--- config.mk ---
export PLATFORM = sky130hd
export DESIGN_NAME = adder_sub_arbiter
export DESIGN_NICKNAME = d
export VERILOG_FILES = /design/src/rtl/adder_sub_arbiter.sv
export SDC_FILE = /design/constraint.sdc
export NUM_CORES = 1
export LEC_CHECK = 0
export ABC_CLOCK_PERIOD_IN_PS = 2500
export CAP_MARGIN = 0
export CORE_ASPECT_RATIO = 1.1
export CORE_MARGIN = 4
export CORE_UTILIZATION = 36
export DETAILED_ROUTE_END_ITERATION = 8
export HOLD_SLACK_MARGIN = 0.08
export PLACE_DENSITY = 0.8
export SLEW_MARGIN = 30
export SYNTH_ARGS = -nofsm -noshare
export SYNTH_HDL_FRONTEND = slang
export SYNTH_SLANG_ARGS = --single-unit
--- constraint.sdc ---
create_clock -name clk -period 2.5 [get_ports clk]
set_clock_uncertainty 0.05 [all_clocks]
set_input_delay 0.5 -clock clk [delete_from_list [all_inputs] [get_ports clk]]
set_output_delay 0.5 -clock clk [all_outputs]
set_load 0.03 [all_outputs]
--- src/rtl/adder_sub_arbiter.sv ---
// Round-robin arbiter sharing one external adder_sub datapath between NUM_REQ requesters.
// Optional build macro ADDSUB_SATURATE_EN clamps captured results on signed overflow.
module adder_sub_arbiter #(
    parameter int unsigned NUM_REQ = 4,
    parameter int unsigned WIDTH   = 16,
    parameter int unsigned ID_W    = $clog2(NUM_REQ)
) (
    input  logic                     clk,
    input  logic                     rst_n,
    input  logic [NUM_REQ-1:0]       req_valid,
    output logic [NUM_REQ-1:0]       req_ready,
    input  logic [NUM_REQ*WIDTH-1:0] req_op1,
    input  logic [NUM_REQ*WIDTH-1:0] req_op2,
    input  logic [NUM_REQ-1:0]       req_sub,
    output logic                     rsp_valid,
    input  logic                     rsp_ready,
    output logic [ID_W-1:0]          rsp_id,
    output logic [WIDTH-1:0]         rsp_result,
    output logic                     rsp_over,
    output logic                     rsp_carry,
    output logic [WIDTH-1:0]         as_op1,
    output logic [WIDTH-1:0]         as_op2,
    output logic                     as_Op,
    input  logic [WIDTH-1:0]         as_Out,
    input  logic                     as_over,
    input  logic                     as_carry
);

    typedef enum logic [1:0] {StIdle, StExec, StResp} state_e;

    state_e            state_q, state_d;
    logic [ID_W-1:0]   last_grant_q;
    logic [ID_W-1:0]   grant;
    logic [ID_W-1:0]   cand;
    logic              grant_found;
    int unsigned       scan_idx;
    logic [WIDTH-1:0]  sel_op1, sel_op2;
    logic              sel_sub;
    logic [WIDTH-1:0]  capture_result;

    // Scan starts one past the last grant so every requester gets a turn.
    always_comb begin
        grant       = '0;
        cand        = '0;
        grant_found = 1'b0;
        scan_idx    = 0;
        for (int unsigned k = 1; k <= NUM_REQ; k++) begin
            scan_idx = (32'(last_grant_q) + k) % NUM_REQ;
            cand     = ID_W'(scan_idx);
            if (!grant_found && req_valid[cand]) begin
                grant_found = 1'b1;
                grant       = cand;
            end
        end
    end

    always_comb begin
        sel_op1 = '0;
        sel_op2 = '0;
        sel_sub = 1'b0;
        for (int unsigned i = 0; i < NUM_REQ; i++) begin
            if (ID_W'(i) == grant) begin
                sel_op1 = req_op1[i*WIDTH +: WIDTH];
                sel_op2 = req_op2[i*WIDTH +: WIDTH];
                sel_sub = req_sub[i];
            end
        end
    end

    always_comb begin
        state_d   = state_q;
        req_ready = '0;
        unique case (state_q)
            StIdle: begin
                if (grant_found) begin
                    req_ready[grant] = 1'b1;
                    state_d          = StExec;
                end
            end
            StExec: state_d = StResp;
            StResp: begin
                if (rsp_ready) begin
                    state_d = StIdle;
                end
            end
            default: state_d = StIdle;
        endcase
    end

    always_comb begin
        capture_result = as_Out;
`ifdef ADDSUB_SATURATE_EN
        // A wrapped-positive sum means the true result was below the negative limit.
        if (as_over) begin
            capture_result = as_Out[WIDTH-1] ? {1'b0, {(WIDTH-1){1'b1}}}
                                             : {1'b1, {(WIDTH-1){1'b0}}};
        end
`endif
    end

    always_ff @(posedge clk) begin
        if (!rst_n) begin
            state_q      <= StIdle;
            last_grant_q <= ID_W'(NUM_REQ - 1);
            as_op1       <= '0;
            as_op2       <= '0;
            as_Op        <= 1'b0;
            rsp_valid    <= 1'b0;
            rsp_id       <= '0;
            rsp_result   <= '0;
            rsp_over     <= 1'b0;
            rsp_carry    <= 1'b0;
        end else begin
            state_q <= state_d;
            if (state_q == StIdle && grant_found) begin
                as_op1       <= sel_op1;
                as_op2       <= sel_op2;
                as_Op        <= sel_sub;
                last_grant_q <= grant;
            end
            // last_grant_q doubles as the id of the in-flight transaction.
            if (state_q == StExec) begin
                rsp_result <= capture_result;
                rsp_over   <= as_over;
                rsp_carry  <= as_carry;
                rsp_id     <= last_grant_q;
                rsp_valid  <= 1'b1;
            end
            if (state_q == StResp && rsp_ready) begin
                rsp_valid <= 1'b0;
            end
        end
    end

endmodule

# After elaboration in Yosys (flattened, before gate mapping)
# Cells that the tools add are included.
[word_totals] reg_bits=58 n_memories=0 latch_bits=0 romBits=0 mem_bits_rw=0 input_bits=157
[op_classes] n_reduce_logical=13 n_bitwise=1 mux=35 n_lt_le_gt_ge=6 mul=0 n_addsub=4 n_div=0 eq_ne=7 shift=0
[op_table] operator="$mux W16" count=8
[op_table] operator="$lt A2 B3 Y1 const B" count=5
[op_table] operator="$mux W1" count=13
[op_table] operator="$mux W2" count=6
[op_table] operator="$bmux W1 S2" count=4
[op_table] operator="$mux W4" count=2
[op_table] operator="$logic_and A1 B1 Y1" count=6
[op_table] operator="$pmux W2 S3" count=1
[op_table] operator="$add A2 B1 Y2 const B" count=2
[op_table] operator="$add A2 B2 Y2 const B" count=2
[op_table] operator="$eq A2 B2 Y1 const A" count=2
[op_table] operator="$logic_not A2 Y1" count=2
[op_table] operator="$ne A2 B2 Y1 const B" count=2
[op_table] operator="$logic_not A1 Y1" count=3
[op_table] operator="$demux W1 S2" count=1
[op_table] operator="$eq A1 B2 Y1 const A" count=1
[op_table] operator="$eq A2 B1 Y1 const B" count=1
[op_table] operator="$eq A2 B2 Y1 const B" count=1
[op_table] operator="$ge A2 B1 Y1 const B" count=1
[op_table] operator="$reduce_and A2 Y1" count=1
[op_table] operator="$reduce_or A2 Y1" count=1
[op_table] operator="$not A1 Y1" count=1

# Longest topological paths before layout
# Gate-level depths: netlist (run 1).
[depth] word_depth=19 depth_mapped=8

# Worst setup path before layout (run 1)
# No wires, ideal clock.
[synth_path] path_type="input to output" startpoint="in req_valid[0]" endpoint="out req_ready[1]" required_time_ns=1.950 arrival_ns=2.177 stages=5 path_slack_ns=-0.227 n_path_buf=1 path_cell_list="and2b_1 -> o21ba_2 -> buf_2 -> nor2_1 -> nor4_1"
[synth_between] elab_chain_len=18
[synth_rtl] item="start, declared" line_no="10" text="input logic [NUM_REQ-1:0] req_valid,"
[synth_rtl] item="$bmux W1 S2" line_no="50" text="if (!grant_found && req_valid[cand]) begin"
[synth_rtl] item="$mux W1 (not written as such)" line_no="50"
[synth_rtl] item="$mux W1" line_no="50"
[synth_rtl] item="$logic_not A1 Y1" line_no="50"
[synth_rtl] item="$logic_and A1 B1 Y1" line_no="50"
[synth_rtl] item="$mux W1" line_no="50"
[synth_rtl] item="$logic_not A1 Y1" line_no="50"
[synth_rtl] item="$logic_and A1 B1 Y1" line_no="50"
[synth_rtl] item="(+2 left out)"
[synth_rtl] item="$logic_and A1 B1 Y1" line_no="50"
[synth_rtl] item="$mux W2" line_no="50"
[synth_rtl] item="$lt A2 B3 Y1 (not written as such) / $ge A2 B1 Y1 (equally long branches)" line_no="76" text="req_ready[grant] = 1'b1;"
[synth_rtl] item="$logic_and A1 B1 Y1 (not written as such)" line_no="76"
[synth_rtl] item="$mux W1 (not written as such)" line_no="76"
[synth_rtl] item="$demux W1 S2" line_no="76"
[synth_rtl] item="$mux W4 (*)" line_no="75" text="if (grant_found) begin"
[synth_rtl] item="$mux W4 (*)" line_no="73" text="unique case (state_q)"
[synth_rtl] item="end, declared" line_no="11" text="output logic [NUM_REQ-1:0] req_ready,"
# Every way passes the cells marked *; elsewhere a longest branch is shown, timed or not. The select of a mux whose other input is x is not followed.

# Worst setup path in the final report (run 1)
[layout_path] startpoint="in req_valid[3]" endpoint="out req_ready[2]"
# The elaborated chain is that of the path after synthesis.

==> flow_metrics.py, run 1 <==
metrics = {
    "floorplan": {
        "start_util_pct": 36.8,
        "core_um2": 8870,
        "dieWidth_um": 98.8,
        "io-pin-count": 215,
        "rows": 36,
        "die_area_um2": 10600,
        "die_h_um": 108,
    },
    "placed_design": {
        "gp_congestion": 0.803,
        "dpl_worst_slack_ns": -0.166,
        "port_buffers": 214,
        "post-dp-hpwl_um": 9230,
        "dp.cells": 709,
        "place_area_um2": 5580,
    },
    "setup_path": {
        "end_kind": "primary output",
        "max_stage_delay_ns": 0.28,
        "critical_path_arrival_ns": 1.88,
        "cp_data_required_time_ns": 1.95,
        "critPathLaunchType": "input port",
        "worstReg2RegStart": "last_grant_q[1]$_SDFFE_PN1P_",
        "crit_chain": "dlygate4sd2_1 -> buf_4 -> buf_4 -> mux2i_4 -> a2bb2oi_4 -> nand2_4 -> nor3_2 -> buf_4",
        "r2r_cells": 7,
        "cp-startpoint": "req_valid[3]",
        "critical_path.most_common_cell": "buf_4",
        "cp_max_fo": 6,
        "timing.rr.end": "as_op2[6]$_SDFFE_PN0P_",
        "rrSetupSlack_ns": 0.51,
        "cpMaxStageDelayCell": "dlygate4sd2_1",
        "crit_type": "input port to primary output",
    },
    "power_and_ir_drop": {
        "p_total_uw": 3580,
        "intPower_uw": 2370,
        "seqPwrFrac_pct": 32.0,
        "p_clk_share_pct": 26.9,
        "power_frac_comb_pct": 41.1,
        "switching_share_pct": 33.8,
        "p_leak_uw": 0.00219,
        "peakVddDrop_mv": 0.358,
        "power.net_switching_uw": 1210,
        "power_density_nw_per_um2": 613,
    },
    "timing": {
        "post-route-worst-setup-slack_ns": 0.0683,
        "period_share_pct": 97.3,
        "finalHoldViolCount": 0,
        "post-route-min-period_ns": 2.43,
        "setup-violations-final": 0,
        "fin_hold_ws_ns": 0.412,
        "relSlewSlack_pct": 54.6,
        "rsz0062_at_grt": "false",
        "worstMarginPinSlew_ns": 0.681,
        "fmax_mhz": 411,
        "drv_slew": 0,
    },
    "cells_and_area": {
        "drive_gt1_share_pct": 10.5,
        "nFillCells": 727,
        "final_area_um2": 5830,
        "areaGrowthSynthToFinish_pct": 78.8,
        "multi_input_area_um2": 1950,
        "num_antenna_cells": 0,
        "instances_no_fill": 725,
        "nNetsFinal": 763,
        "seq_area_um2": 1160,
    },
    "global_route": {
        "grt_pass1_vias": 3877,
        "grt.total_usage_pct": 21.9,
        "grt_pass1_wl_um": 18700,
        "antenna_found_initial": 0,
        "overflow": 0,
        "grt_start_max_net_pins": 34,
    },
    "synthesis": {
        "async_reset_ff_share_pct": 0,
        "netlist_instances": 390,
        "synth_warnings": 0,
        "synth_area_per_cell_um2": 8.36,
        "yosysSeqAreaShare_pct": 35.6,
        "synth-edff-count": 0,
        "ys.flop_type": "dfxtp_1",
        "synth-seq-cells": 58,
        "syn-num-nets": 547,
        "synth_cell_type_count": 36,
        "synthesis.area_um2": 3260,
    },
    "detailed_routing": {
        "wl_per_cell_um": 16.7,
        "drc_errors": 0,
        "vias_per_cell": 5.25,
        "dr_total_vias": 3807,
        "ant_nets": 0,
        "first_pass_iters": 4,
        "drtIter0Drc": 103,
        "drt-total-wl_um": 12100,
    },
    "clock_network": {
        "clk_path_buf_depth": 2,
        "cts_inserted_buffers": 9,
        "cts_tree": "done",
        "cts_root_buf": "clkbuf_8",
        "cts_num_sinks": 58,
        "clk_pin_slew_ns": 0.06,
        "insertion_delay_ns": 0.33,
        "post_cts_buffers": 0,
        "htreeDepth": 3,
    },
    "min_path": {
        "hp-class": "register to register",
        "min_to": "rsp_result[11]$_SDFFE_PN0N_",
        "hold_depth": 2,
        "hold_start": "rsp_result[11]$_SDFFE_PN0N_",
    },
    "flow_run": {
        "drv_cap": 0,
    },
    "outcome": {
        "status": "completed",
    },
}
## layout by cell type, fill, tap and decap left out, drive strengths merged, types with 2 or more instances in the layout
master / count
clkdlybuf4s50: 207
bufinv: 2
a21o: 33
mux2i: 35
o21ai: 36
clkinvlp: 2
dlygate4sd2: 3
nor3: 2
clkbuf: 12
nor2b: 3
nor4: 3
dfxtp: 58
a21boi: 21
buf: 29
o211ai: 35
nor2: 3
nand3: 33
nand2: 79
o2bb2ai: 2
a21oi: 2
## cells in the mapped netlist (2+ instances only)
cell      number  share of area [%]
nor3_1         2               0.31
a21o_1        33                7.6
nor4_1         2               0.38
a21boi_0      20                4.6
o21ai_0       35                5.4
nor2b_1        3               0.58
nor2_1         3               0.35
o211ai_1      35                8.1
nand3_1       33                5.1
nand2_1       78                9.0
buf_4          4               0.92
buf_6          4                1.4
clkbuf_2       3               0.46
buf_2         10                1.5
dfxtp_1       58                 36
a21oi_1        2               0.31
mux2i_1       34                 10
clkbuf_1      13                1.5
## worst max-delay path by stage
stage,slack [ns],to
floorplan,-0.23,req_ready[1]
global placement,-0.09,req_ready[2]
detailed placement,-0.17,req_ready[3]
CTS,0.06,req_ready[0]
global route,0.007,req_ready[2]
finish,0.07,req_ready[2]
## worst max-delay path: cells and delay by family
family | cells | cell delay [ns]
muxes | 1 | 0.20
and+or+nand+nor | 2 | 0.24
AOI/OAI and AO/OA | 1 | 0.19
buffers and inverters | 4 | 0.75
## per-layer routing
| metal | share of wire, % | global-route usage, % | vias to the layer above |
|---|---|---|---|
| met5 | 0 | 0 | - |
| met4 | 2.0 | 8.20 | 0 |
| met3 | 9.9 | 7.84 | 23 |
| met2 | 51 | 40.1 | 204 |
| met1 | 37 | 22.7 | 1755 |
| li1 | - | - | 1825 |
## logic make-up after synthesis
kind of cell           Yosys count  share of synthesized area, %
DFF                             58                          35.6
AOI/OAI and AO/OA              132                          29.0
and+or+nand+nor                130                          18.4
buffers and inverters           35                          5.91
muxes                           35                          11.1
## flip-flops by register name (all words and copies together) (netlist names)
register      cells
last_grant_q      2
as_Op             1
state_q           2
as_op2           16
rsp_valid         1
rsp_carry         1
as_op1           16
rsp_over          1
rsp_result       16
rsp_id            2
## cell type report
cell class	count	area share [%]
flip-flops and latches	58	19.9
clock buffers	12	2.49
clock inverters	4	1.29
repair buffers	239	40.4
well taps	114	2.45
inverters	1	0.0644
multi-input cells	297	33.4
## repair_timing
item,4_1_cts,5_1_grt
pin swaps,1,1
hold buffers,0,0
endpoints found under the setup margin,4,2
resized for setup,11,1
## per-stage QoR
step	setup TNS (ns)	util, %
6_report	0	65.7
5_1_grt	0	65.7
4_1_cts	0	65.7
3_5_place_dp	-2.96	62.9
3_3_place_gp	-0.654	62.9
2_1_floorplan	-0.454	-
## power by group through the flow
stage               sequential (µW)  clock [µW]  combinational (µW)
finish                         1140         961                1470
global route                   1160        1020                1560
CTS                            1140         987                1480
detailed placement             1160           0                1460
global placement               1160           0                1440
floorplan                      1390           0                 551
No activity file was read; power rests on OpenSTA's default activity.
==> run 2: changes to the inputs <==
--- a/config.mk
+++ b/config.mk
@@ -12,7 +12,7 @@
 export CORE_UTILIZATION = 36
 export DETAILED_ROUTE_END_ITERATION = 8
 export HOLD_SLACK_MARGIN = 0.08
-export PLACE_DENSITY = 0.8
+export PLACE_DENSITY_LB_ADDON = 0.3
 export SLEW_MARGIN = 30
 export SYNTH_ARGS = -nofsm -noshare
 export SYNTH_HDL_FRONTEND = slang
==> run 2 against run 1 <==
Effect of this change: non-clock buffer count is 4 lower; critical path depth is 3 lower; total power increased by 1.7%; core utilization stayed put; flip-flop and latch count stayed put; count of clock-buffer cells in the layout unchanged; worst hold slack hardly changed.
==> flow_metrics.py, run 2 (synthesis gave the netlist of run 1 again) <==
metrics = {
    "outcome": {
        "status": "completed",
    },
    "timing": {
        "rsz0062_at_grt": "false",
        "fmax_mhz": 411,
        "finalHoldViolCount": 0,
        "post-route-min-period_ns": 2.43,
        "setup-violations-final": 0,
        "drv_slew": 0,
        "worstMarginPinSlew_ns": 0.725,
        "tns_ns": 0,
        "period_share_pct": 97.4,
        "relSlewSlack_pct": 51.7,
        "fin_hold_ws_ns": 0.412,
    },
    "detailed_routing": {
        "first_pass_iters": 4,
        "drtIter0Drc": 121,
        "vias_per_cell": 5.11,
        "drc_errors": 0,
        "ant_nets": 0,
        "dr_total_vias": 3682,
        "wl_per_cell_um": 16.3,
        "drt-total-wl_um": 11800,
    },
    "setup_path": {
        "critPathLaunchType": "input port",
        "cpMaxStageDelayCell": "clkdlybuf4s50_1",
        "worstReg2RegStart": "last_grant_q[1]$_SDFFE_PN1P_",
        "end_kind": "primary output",
        "crit_buf_inv": 2,
        "max_stage_delay_ns": 0.54,
        "crit_chain": "clkdlybuf4s50_1 -> nor4_2 -> or3_4 -> nor3_2 -> buf_4",
        "cp.depth": 5,
        "r2r_cells": 6,
        "timing.rr.end": "as_op1[2]$_SDFFE_PN0P_",
        "rrSetupSlack_ns": 0.53,
        "critical_path_arrival_ns": 1.88,
        "cp_data_required_time_ns": 1.95,
        "cp_top_family": "buffers and inverters",
        "cp_max_fo": 4,
        "crit_type": "input port to primary output",
        "cp-startpoint": "req_valid[2]",
        "crit_end": "req_ready[2]",
    },
    "floorplan": {
        "die_area_um2": 10600,
        "core_um2": 8870,
        "io-pin-count": 215,
        "dieWidth_um": 98.8,
        "rows": 36,
        "die_h_um": 108,
        "start_util_pct": 36.8,
    },
    "global_route": {
        "overflow": 0,
        "grt_pass1_vias": 3757,
        "grt_pass1_wl_um": 18600,
        "grt.total_usage_pct": 21.5,
        "antenna_found_initial": 0,
        "grt_start_max_net_pins": 34,
    },
    "clock_network": {
        "post_cts_buffers": 0,
        "cts_tree": "done",
        "ctsResizeCount": 11,
        "clk_path_buf_depth": 2,
        "htreeDepth": 3,
        "insertion_delay_ns": 0.33,
        "clk_pin_slew_ns": 0.07,
        "cts_root_buf": "clkbuf_8",
        "hold_buffers": 0,
        "cts_inserted_buffers": 9,
        "cts_num_sinks": 58,
    },
    "cells_and_area": {
        "nNetsFinal": 759,
        "reg_top3": "as_op1 x16, as_op2 x16, rsp_result x16",
        "drive_gt1_share_pct": 9.88,
        "layout_commonest_cell": "clkdlybuf4s50_1",
        "areaGrowthSynthToFinish_pct": 78.8,
        "final_cell_mix": "207 x clkdlybuf4s50_1, 78 x nand2_1, 57 x dfxtp_1",
        "num_antenna_cells": 0,
        "instances_no_fill": 721,
    },
    "flow_run": {
        "drv_cap": 0,
    },
    "placed_design": {
        "dp.cells": 705,
        "post-dp-hpwl_um": 8830,
        "port_buffers": 214,
        "gp_congestion": 0.799,
    },
    "power_and_ir_drop": {
        "peakVddDrop_mv": 0.287,
        "power_density_nw_per_um2": 624,
        "p_leak_uw": 0.00220,
    },
    "min_path": {
        "hp-class": "register to register",
    },
}
## run 2: routing by layer
metal / share of wire (%) / track usage, % / up-vias
met1: 39 / 23.9 / 1671
met3: 9.8 / 7.52 / 17
li1: - / - / 1822
met2: 50 / 38.1 / 172
met4: 1.7 / 6.63 / 0
met5: 0 / 0 / -
## run 2: area by class of cell
class	count	area, µm²
fillers	739	3040
repair buffers	235	2340
multi-input cells	297	1950
flip-flops and latches	58	1160
clock buffers	12	165
well taps	114	143
clock inverters	4	72.6
inverters	1	3.75
## run 2: power breakdown
part | leakage, µW | total [µW] | switching, µW | internal (µW)
Combinational | 0.00160 | 1460 | 745 | 720
Sequential | 0.000477 | 1150 | 88.4 | 1060
Clock | 0.000119 | 1020 | 382 | 642
Total | 0.00220 | 3640 | 1220 | 2420
## run 2: how the worst min path moves through the flow
stage,from,endpoint,cells past startpoint
4_1_cts,rsp_result[6]$_SDFFE_PN0N_,rsp_result[6]$_SDFFE_PN0N_,2
3_5_place_dp,rsp_result[6]$_SDFFE_PN0N_,rsp_result[6]$_SDFFE_PN0N_,2
6_report,rsp_result[6]$_SDFFE_PN0N_,rsp_result[6]$_SDFFE_PN0N_,2
3_3_place_gp,rsp_result[0]$_SDFFE_PN0N_,rsp_result[0]$_SDFFE_PN0N_,2
2_1_floorplan,state_q[1]$_SDFFE_PN0P_,rsp_valid$_SDFFE_PP0N_,1
5_1_grt,rsp_result[15]$_SDFFE_PN0N_,rsp_result[15]$_SDFFE_PN0N_,2
## run 2: worst reg2reg max path, delay by kind of cell, from the launching register on
family	cells	cell delay [ns]
flip-flops	1	0.50
AO/OA/AOI/OAI	3	0.47
buffers and inverters	1	0.39
multiplexers	1	0.34
AND/OR/NAND/NOR	1	0.16
## run 2: per-stage QoR
step / setup WS, ns / total power, µW / area, µm² / util (%)
finish: 0.0650 / 3640 / 5830 / 65.7
global route: 0.0282 / 3820 / 5830 / 65.7
CTS: 0.0458 / 3670 / 5830 / 65.7
detailed placement: -0.158 / 2630 / 5570 / 62.7
global placement: -0.0814 / 2600 / 5570 / 62.7
floorplan: -0.227 / 1940 / 3270 / -
